==> src/rtl/pe_ws_dbuf_pkg.sv <==
// Shared helpers for the weight-stationary PE and the array edge adders:
// saturation bounds and an overflow-aware add result for any ACC_WIDTH up to ACC_MAX_W-1.
package pe_ws_dbuf_pkg;

    localparam int ACC_MAX_W = 128;

    typedef logic [ACC_MAX_W-1:0] acc_max_t;

    typedef struct packed {
        acc_max_t result;
        logic     ovf;
    } sat_res_t;

    // Bounds are returned sign-extended to ACC_MAX_W; callers keep the low w bits.
    function automatic acc_max_t acc_max(input int unsigned w);
        return (acc_max_t'(1) << (w - 1)) - acc_max_t'(1);
    endfunction

    function automatic acc_max_t acc_min(input int unsigned w);
        return ~acc_max(w);
    endfunction

    // sum_ext holds a (w+1)-bit sum sign-extended to ACC_MAX_W+1 bits.
    function automatic sat_res_t sat_add(input logic [ACC_MAX_W:0] sum_ext,
                                         input int unsigned w, input logic sat_en);
        sat_res_t r;
        r.ovf    = sum_ext[w] ^ sum_ext[w-1];
        r.result = sum_ext[ACC_MAX_W-1:0];
        if (r.ovf && sat_en)
            r.result = sum_ext[w] ? acc_min(w) : acc_max(w);
        return r;
    endfunction

endpackage

==> src/rtl/pe_ws_dbuf_mac_ws_sat.sv <==
// Multiply-accumulate slice of the PE: optional product register with matching
// acc_i delay, then a saturating (or wrapping) add into the registered partial sum.
module mac_ws_sat
    import pe_ws_dbuf_pkg::*;
#(
    parameter int DATA_WIDTH = 16,
    parameter int ACC_WIDTH  = 64,
    parameter int MUL_PIPE   = 0,
    parameter int SAT_EN     = 1
) (
    input  logic                  clk,
    input  logic                  rstn,
    input  logic                  valid_i,
    input  logic [DATA_WIDTH-1:0] data_i,
    input  logic [DATA_WIDTH-1:0] weight_i,
    input  logic [ACC_WIDTH-1:0]  acc_i,
    output logic [ACC_WIDTH-1:0]  acc_o,
    output logic                  acc_valid_o,
    output logic                  ovf_evt_o
);

    localparam int PW = 2 * DATA_WIDTH;

    logic signed [PW-1:0] prod;
    logic [PW-1:0]        s_prod;
    logic [ACC_WIDTH-1:0] s_acc;
    logic                 s_vld;
    logic [ACC_WIDTH:0]   sum;
    sat_res_t             res;
    logic                 unused_hi;

    assign prod = $signed(data_i) * $signed(weight_i);

    generate
        if (MUL_PIPE != 0) begin : g_pipe
            logic [PW-1:0]        prod_q;
            logic [ACC_WIDTH-1:0] acc_q;
            logic                 vld_q;

            always_ff @(posedge clk or negedge rstn) begin
                if (!rstn) begin
                    prod_q <= '0;
                    acc_q  <= '0;
                    vld_q  <= 1'b0;
                end else begin
                    vld_q <= valid_i;
                    if (valid_i) begin
                        prod_q <= prod;
                        acc_q  <= acc_i;
                    end
                end
            end

            assign s_prod = prod_q;
            assign s_acc  = acc_q;
            assign s_vld  = vld_q;
        end else begin : g_comb
            assign s_prod = prod;
            assign s_acc  = acc_i;
            assign s_vld  = valid_i;
        end
    endgenerate

    // One guard bit above ACC_WIDTH: overflow shows as the top two bits disagreeing.
    assign sum = {s_acc[ACC_WIDTH-1], s_acc} + {{(ACC_WIDTH + 1 - PW){s_prod[PW-1]}}, s_prod};
    assign res = sat_add({{(ACC_MAX_W - ACC_WIDTH){sum[ACC_WIDTH]}}, sum},
                         ACC_WIDTH, (SAT_EN != 0));
    assign unused_hi = ^res.result[ACC_MAX_W-1:ACC_WIDTH];
    assign ovf_evt_o = s_vld & res.ovf;

    always_ff @(posedge clk or negedge rstn) begin
        if (!rstn) begin
            acc_o       <= '0;
            acc_valid_o <= 1'b0;
        end else begin
            acc_valid_o <= s_vld;
            if (s_vld)
                acc_o <= res.result[ACC_WIDTH-1:0];
        end
    end

endmodule

==> src/rtl/pe_ws_dbuf.sv <==
// Weight-stationary systolic PE: shadow weight shifts down the column while the
// active weight feeds the MAC; swap copies shadow to active and ripples right.
module pe_ws_dbuf
    import pe_ws_dbuf_pkg::*;
#(
    parameter int DATA_WIDTH = 16,
    parameter int ACC_WIDTH  = 64,
    parameter int MUL_PIPE   = 0,
    parameter int SAT_EN     = 1
) (
    input  logic                  clk,
    input  logic                  rstn,
    input  logic                  valid_i,
    input  logic [DATA_WIDTH-1:0] data_i,
    input  logic [ACC_WIDTH-1:0]  acc_i,
    output logic [DATA_WIDTH-1:0] data_o,
    output logic                  valid_o,
    output logic [ACC_WIDTH-1:0]  acc_o,
    output logic                  acc_valid_o,
    input  logic                  wshift_i,
    input  logic [DATA_WIDTH-1:0] weight_i,
    output logic [DATA_WIDTH-1:0] weight_o,
    input  logic                  swap_i,
    output logic                  swap_o,
    output logic                  ovf_o,
    input  logic                  ovf_clr_i
);

    generate
        if (ACC_WIDTH < 2 * DATA_WIDTH + 1 || ACC_WIDTH >= ACC_MAX_W) begin : g_bad_acc_width
            $error("pe_ws_dbuf: ACC_WIDTH must be in [2*DATA_WIDTH+1, ACC_MAX_W-1]");
        end
    endgenerate

    logic [DATA_WIDTH-1:0] shadow;
    logic [DATA_WIDTH-1:0] active;
    logic                  ovf_evt;

    assign weight_o = shadow;

    // Swap samples the pre-edge shadow, so swap+shift moves both registers in one edge.
    always_ff @(posedge clk or negedge rstn) begin
        if (!rstn) begin
            shadow  <= '0;
            active  <= '0;
            data_o  <= '0;
            valid_o <= 1'b0;
            swap_o  <= 1'b0;
        end else begin
            if (wshift_i) shadow <= weight_i;
            if (swap_i)   active <= shadow;
            data_o  <= data_i;
            valid_o <= valid_i;
            swap_o  <= swap_i;
        end
    end

    mac_ws_sat #(
        .DATA_WIDTH (DATA_WIDTH),
        .ACC_WIDTH  (ACC_WIDTH),
        .MUL_PIPE   (MUL_PIPE),
        .SAT_EN     (SAT_EN)
    ) u_mac (
        .clk         (clk),
        .rstn        (rstn),
        .valid_i     (valid_i),
        .data_i      (data_i),
        .weight_i    (active),
        .acc_i       (acc_i),
        .acc_o       (acc_o),
        .acc_valid_o (acc_valid_o),
        .ovf_evt_o   (ovf_evt)
    );

    // A fresh overflow beats a clear landing on the same edge.
    always_ff @(posedge clk or negedge rstn) begin
        if (!rstn)          ovf_o <= 1'b0;
        else if (ovf_evt)   ovf_o <= 1'b1;
        else if (ovf_clr_i) ovf_o <= 1'b0;
    end

endmodule

==> config.mk <==
export PLATFORM = sky130hd
export DESIGN_NAME = pe_ws_dbuf
export DESIGN_NICKNAME = d
export VERILOG_FILES = /design/src/rtl/pe_ws_dbuf_pkg.sv /design/src/rtl/pe_ws_dbuf_mac_ws_sat.sv /design/src/rtl/pe_ws_dbuf.sv
export SDC_FILE = /design/constraint.sdc
export NUM_CORES = 1
export LEC_CHECK = 0
export CAP_MARGIN = 30
export CORE_ASPECT_RATIO = 1.25
export CORE_MARGIN = 2
export CORE_UTILIZATION = 55
export DETAILED_ROUTE_END_ITERATION = 7
export GPL_TIMING_DRIVEN = 0
export PLACE_DENSITY = 0.87
export SYNTH_ARGS = -nofsm -noshare
export SYNTH_HDL_FRONTEND = slang
export SYNTH_SLANG_ARGS = --single-unit
==> constraint.sdc <==
create_clock -name clk -period 7.4 [get_ports clk]
set_input_delay 2.22 -clock clk [delete_from_list [all_inputs] [get_ports clk]]
set_output_delay 2.22 -clock clk [all_outputs]
set_load 0.02 [all_outputs]
## Yosys cells after proc, flatten, opt, wreduce, memory -nomap -nowiden

Cells that the tools add are included.
W data, S select, Z words.

- Bits in registers: 115
- Input port bits: 102
- Output and inout port bits: 100
- Logic and storage cells: 16

- $add $sub $neg: 1
- $mul: 1
- Multiplexer cells: 4
- Bitwise operators: 2
- Reduce and logical (&&, ||, !) cells: 1

Operators with widths:

| cell | count |
|---|---|
| $mux W64 | 2 |
| $add A64 B32 Y65 | 1 |
| $mul A16 B16 Y32 | 1 |
| $mux W1 | 2 |
| $reduce_bool A2 Y1 | 1 |
| $and A1 B1 Y1 | 1 |
| $xor A1 B1 Y1 | 1 |

## Logic depth before layout (Yosys ltp)

- Depth after elaboration: 5
- Gate-level depth with buffers: 27
- Gate-level depth less buffers: 25

## Modules after synthesis

From an unflattened synthesis, not the netlist that was laid out.

- Cells, all modules: 2226
- Area total of the unflattened synthesis: 21529.4 µm²

Modules (own cells, without submodules):

| module | times used | cells each | area each (µm²) | seq. area each (µm²) |
|---|---|---|---|---|
| mac_ws_sat | 1 | 2137 | 19743.9 | 1626.6 |
| pe_ws_dbuf | 1 | 89 | 1785.5 | 1276.2 |

## Worst setup path after synthesis

No wires, ideal clock.

- Path type: input port to flip-flop
- From: in data_i[15]
- To: reg u_mac.acc_o[62]
- Arrival: 9.576 ns
- Data required time: 7.265 ns
- Path slack: -2.311 ns
- Cell stages on the path: 24
- Buffers on the path: 3
- Cell sequence: clkbuf_1 nand2_1 inv_1 fa_1 inv_1 fa_1 fa_1 fa_1 inv_1 fa_1 inv_1 fa_1 inv_1 ha_1 clkbuf_1 and3_1 and2b_1 a41oi_2 or4_1 o21ai_1 nor3_4 buf_4 nor4_1 nor3_1

- Word-level cells in the longest chain between the ends: 4

Ends and longest elaborated chain:

| element | RTL line | RTL |
|---|---|---|
| start, declared | pe_ws_dbuf.sv:14 | `input logic [DATA_WIDTH-1:0] data_i,` |
| $mul A16 B16 Y32 * | pe_ws_dbuf_mac_ws_sat.sv:32 | `assign prod = $signed(data_i) * $signed(weight_i);` |
| $add A64 B32 Y65 * | pe_ws_dbuf_mac_ws_sat.sv:65 | `assign sum = {s_acc[ACC_WIDTH-1], s_acc} + {{(ACC_WIDTH + 1 - PW){s_prod[PW-1]}}, s_prod};` |
| $mux W64 / $xor A1 B1 Y1 (equally long branches) | pe_ws_dbuf_pkg.sv:30, pe_ws_dbuf_pkg.sv:27 |  |
| $mux W64 * | pe_ws_dbuf_pkg.sv:29 | `if (r.ovf && sat_en)` |
| end signal, assigned | pe_ws_dbuf_mac_ws_sat.sv:78 | `acc_o <= res.result[ACC_WIDTH-1:0];` |
| end, declared | pe_ws_dbuf_mac_ws_sat.sv:17 | `output logic [ACC_WIDTH-1:0] acc_o,` |

Mark *: on every way between the ends. The rest lies on a longest branch, timed or not.
A chain may end at the register's enable or synchronous reset.

## Worst setup path after layout

- From: in data_i[15]
- To: reg u_mac.acc_o[32]

The elaborated chain is that of the path after synthesis.

==> results.ini <==
[min_path]
holdPathEnd = u_mac.acc_o[54]
hp-start = u_mac.acc_o[54]
hold_class = reg2reg
hold_depth = 1

[clock_tree]
clk_path_buf_depth = 2
clockRootBuffer = clkbuf_16
clkSlewWorstSetupHoldPaths_ns = 0.07
cts_tree = yes
clk_latency_ns = 0.48
h-tree-depth = 4
cts_made_buffers = 17
clock_sinks = 115
ctsHoldBuffers = 0

[grt]
grt_max_degree = 69
grt-ovfl-total = 0
antenna_found_initial = 0
grt_pass1_wl_mm = 104.2
grt_pass1_vias = 19425
track_usage = 0.3359

[synthesis]
synth_warnings = 0
ys.flop_type = dfrtp_1
synth_top_cell_by_area = fa_1
synthArstFlopShare = 1.000
avgSynthCellArea_sq_um = 9.385
postSynthCellCount = 2285
synth_cell_types = 65
yosysTopAreaCellShare = 0.4014
synthesis.nets = 2983
seq_area_frac_synth = 0.1342
ys_ff_latch = 115
synth_edf_count = 0
yosys-top-cells-area = fa_1 40%, dfrtp_1 13%, inv_1 9.9%
synth_area_sq_um = 21440

[job]
maxCapViolations = 0

[sta]
relSlewSlack = 0.3199
layout_setup_ws_ns = -1.329
fmax_mhz = 114.6
rsz0062_at_grt = yes
setup_violations = 65
worst_clock_skew_ns = 0.01578
tightestPinTransition_ns = 1.020
finalHoldViolCount = 0
period_needed_ns = 8.729
final.period_utilization = 1.180
slew_viol_final = 0

[floorplanning]
die-area_sq_um = 40590
die_w_um = 180.6
num_rows = 80
die_y_um = 224.8
start_util = 0.5594
core-area_sq_um = 38340
ios = 202

[drt]
drt-pass1-iter-count = 5
via_per_inst = 5.697
post_drt_wl_per_cell_um = 21.33
drtIter0Drc = 1203
drt.antenna.violating_nets = 0
route.vias.total = 17638
drc = 0
wirelength_mm = 66.05

[layout]
layout_common_cells = 547 x inv_1, 417 x fa_1, 198 x nand2_1, 183 x clkdlybuf4s50_1, 133 x ha_1
diodes = 0
nFillCells = 2832
layout.cells.non_filler = 3096
layout-drive-gt1-share = 0.1498
postLayoutCellArea_sq_um = 26840
layout_commonest_cell = inv_1
nNetsFinal = 3289
area_delta_synth_final_pct = 25.15

[critical_path]
reg2reg_depth = 25
arrival_ns = 9.06
cp_max_fo = 7
cp-end-kind = flop
path_class = in2reg
r2r-end = u_mac.acc_o[32]
cp_data_required_time_ns = 7.74
cp-start-kind = input port
rrSetupSlack_ns = -0.55
r2r_start = active[4]

[outcome]
outcome = finished with violations
violations = setup timing

[place]
hpwl_mm = 52.04
gp_congestion = 0.9344
placed_cells = 2981
io_buffers = 200
placed_area_sq_um = 24390

## logic make-up (layout without fill, tap and decap cells)
| group | Yosys count | after routing | share of synthesized area |
|---|---|---|---|
| buf+inv | 653 | 972 | 0.1158 |
| mux | 35 | 35 | 0.01826 |
| simple gates | 476 | 476 | 0.1062 |
| flops | 115 | 115 | 0.1342 |
| compound gates | 352 | 352 | 0.1036 |
| fa+ha+maj | 596 | 596 | 0.4983 |
| xor+xnor | 58 | 58 | 0.02369 |
## flip-flops by register name, indices dropped and copies added (netlist names)
signal             cells
active                16
data_o                16
ovf_o                  1
swap_o                 1
u_mac.acc_o           64
u_mac.acc_valid_o      1
weight_o              16
## metrics by stage
stage / hold slack, ns / TNS (ns) / utilization / setup WS (ns)
floorplan: 0.5610 / -105.81 / - / -1.676
global placement: 0.4725 / -280.56 / 0.6336 / -3.754
detailed placement: 0.4727 / -237.01 / 0.6361 / -3.895
CTS: 0.4929 / -78.33 / 0.6799 / -1.288
global route: 0.5019 / -89.62 / 0.7001 / -1.486
finish: 0.4884 / -78.67 / 0.7001 / -1.329
## area by class of cell
| type | instances | area, sq um | area share |
|---|---|---|---|
| Tap cell | 492 | 615.6 | 0.02294 |
| Sequential cell | 115 | 2878 | 0.1072 |
| Inverter | 566 | 2143 | 0.07986 |
| Clock inverter | 15 | 171.4 | 0.006387 |
| Timing Repair Buffer | 300 | 2942 | 0.1096 |
| Timing Repair inverter | 2 | 15.01 | 0.0005594 |
| Clock buffer | 17 | 425.4 | 0.01585 |
| Multi-Input combinational cell | 1517 | 17030 | 0.6344 |
| Buffer | 72 | 621.8 | 0.02317 |
## worst max path at each step
stage / start / endpoint / slack [ns] / cells past startpoint
6_report: data_i[15] / u_mac.acc_o[32] / -1.33 / 28
3_3_place_gp: data_i[15] / u_mac.acc_o[62] / -3.75 / 26
3_5_place_dp: data_i[15] / u_mac.acc_o[62] / -3.89 / 26
5_1_grt: data_i[15] / u_mac.acc_o[32] / -1.49 / 28
4_1_cts: data_i[15] / u_mac.acc_o[48] / -1.29 / 28
2_1_floorplan: data_i[15] / u_mac.acc_o[53] / -1.68 / 24
## critical path: stages
cell and delay, ns:
buf_12 0.11, clkbuf_16 0.17, nand2_8 0.07, inv_4 0.04, fa_2 0.60, clkinv_4 0.10, fa_2 0.61, fa_2 0.49
fa_2 0.58, buf_12 0.14, clkinvlp_4 0.13, buf_12 0.17, fa_1 0.49, inv_2 0.04, fa_1 0.52, inv_2 0.05
ha_4 0.26, buf_8 0.11, nand4_1 0.12, and2b_2 0.30, a41oi_2 0.14, or4_4 0.49, o21ai_4 0.25, nor3_4 0.07
buf_6 0.15, buf_6 0.13, o211ai_1 0.36, o21ai_1 0.13
## synthesized netlist by cell type (all sizes together), types with 6 or more instances
| cell type | count |
|---|---|
| a211oi | 10 |
| a21o | 23 |
| a21oi | 104 |
| a31oi | 13 |
| and2 | 113 |
| and3 | 10 |
| buf | 19 |
| clkbuf | 68 |
| dfrtp | 115 |
| fa | 430 |
| ha | 166 |
| inv | 564 |
| mux2 | 33 |
| nand2 | 206 |
| nand2b | 6 |
| nand3 | 14 |
| nand4 | 15 |
| nor2 | 76 |
| nor3 | 13 |
| o211ai | 44 |
| o21a | 10 |
| o21ai | 89 |
| o21bai | 14 |
| o2bb2ai | 17 |
| xnor2 | 35 |
| xor2 | 23 |
## metal layers
| layer | GRT usage | vias up | part of all wire |
|---|---|---|---|
| met4 | 0.1941 | 0 | 0.065 |
| met3 | 0.05343 | 243 | 0.059 |
| met5 | 0 | - | 0 |
| li1 | - | 7643 | - |
| met1 | 0.3768 | 8975 | 0.36 |
| met2 | 0.6058 | 777 | 0.52 |
## timing repair
item / in CTS / in global routing
setup buffers: 50 / 39
gates resized for setup: 252 / 153
endpoints found under the setup margin: 65 / 65
pin swaps: 50 / 57
cloned: 9 / 0
Power is left out: the tool's default activity adds up to more than one toggle a clock period on the data nets, which glitch-free logic cannot reach.
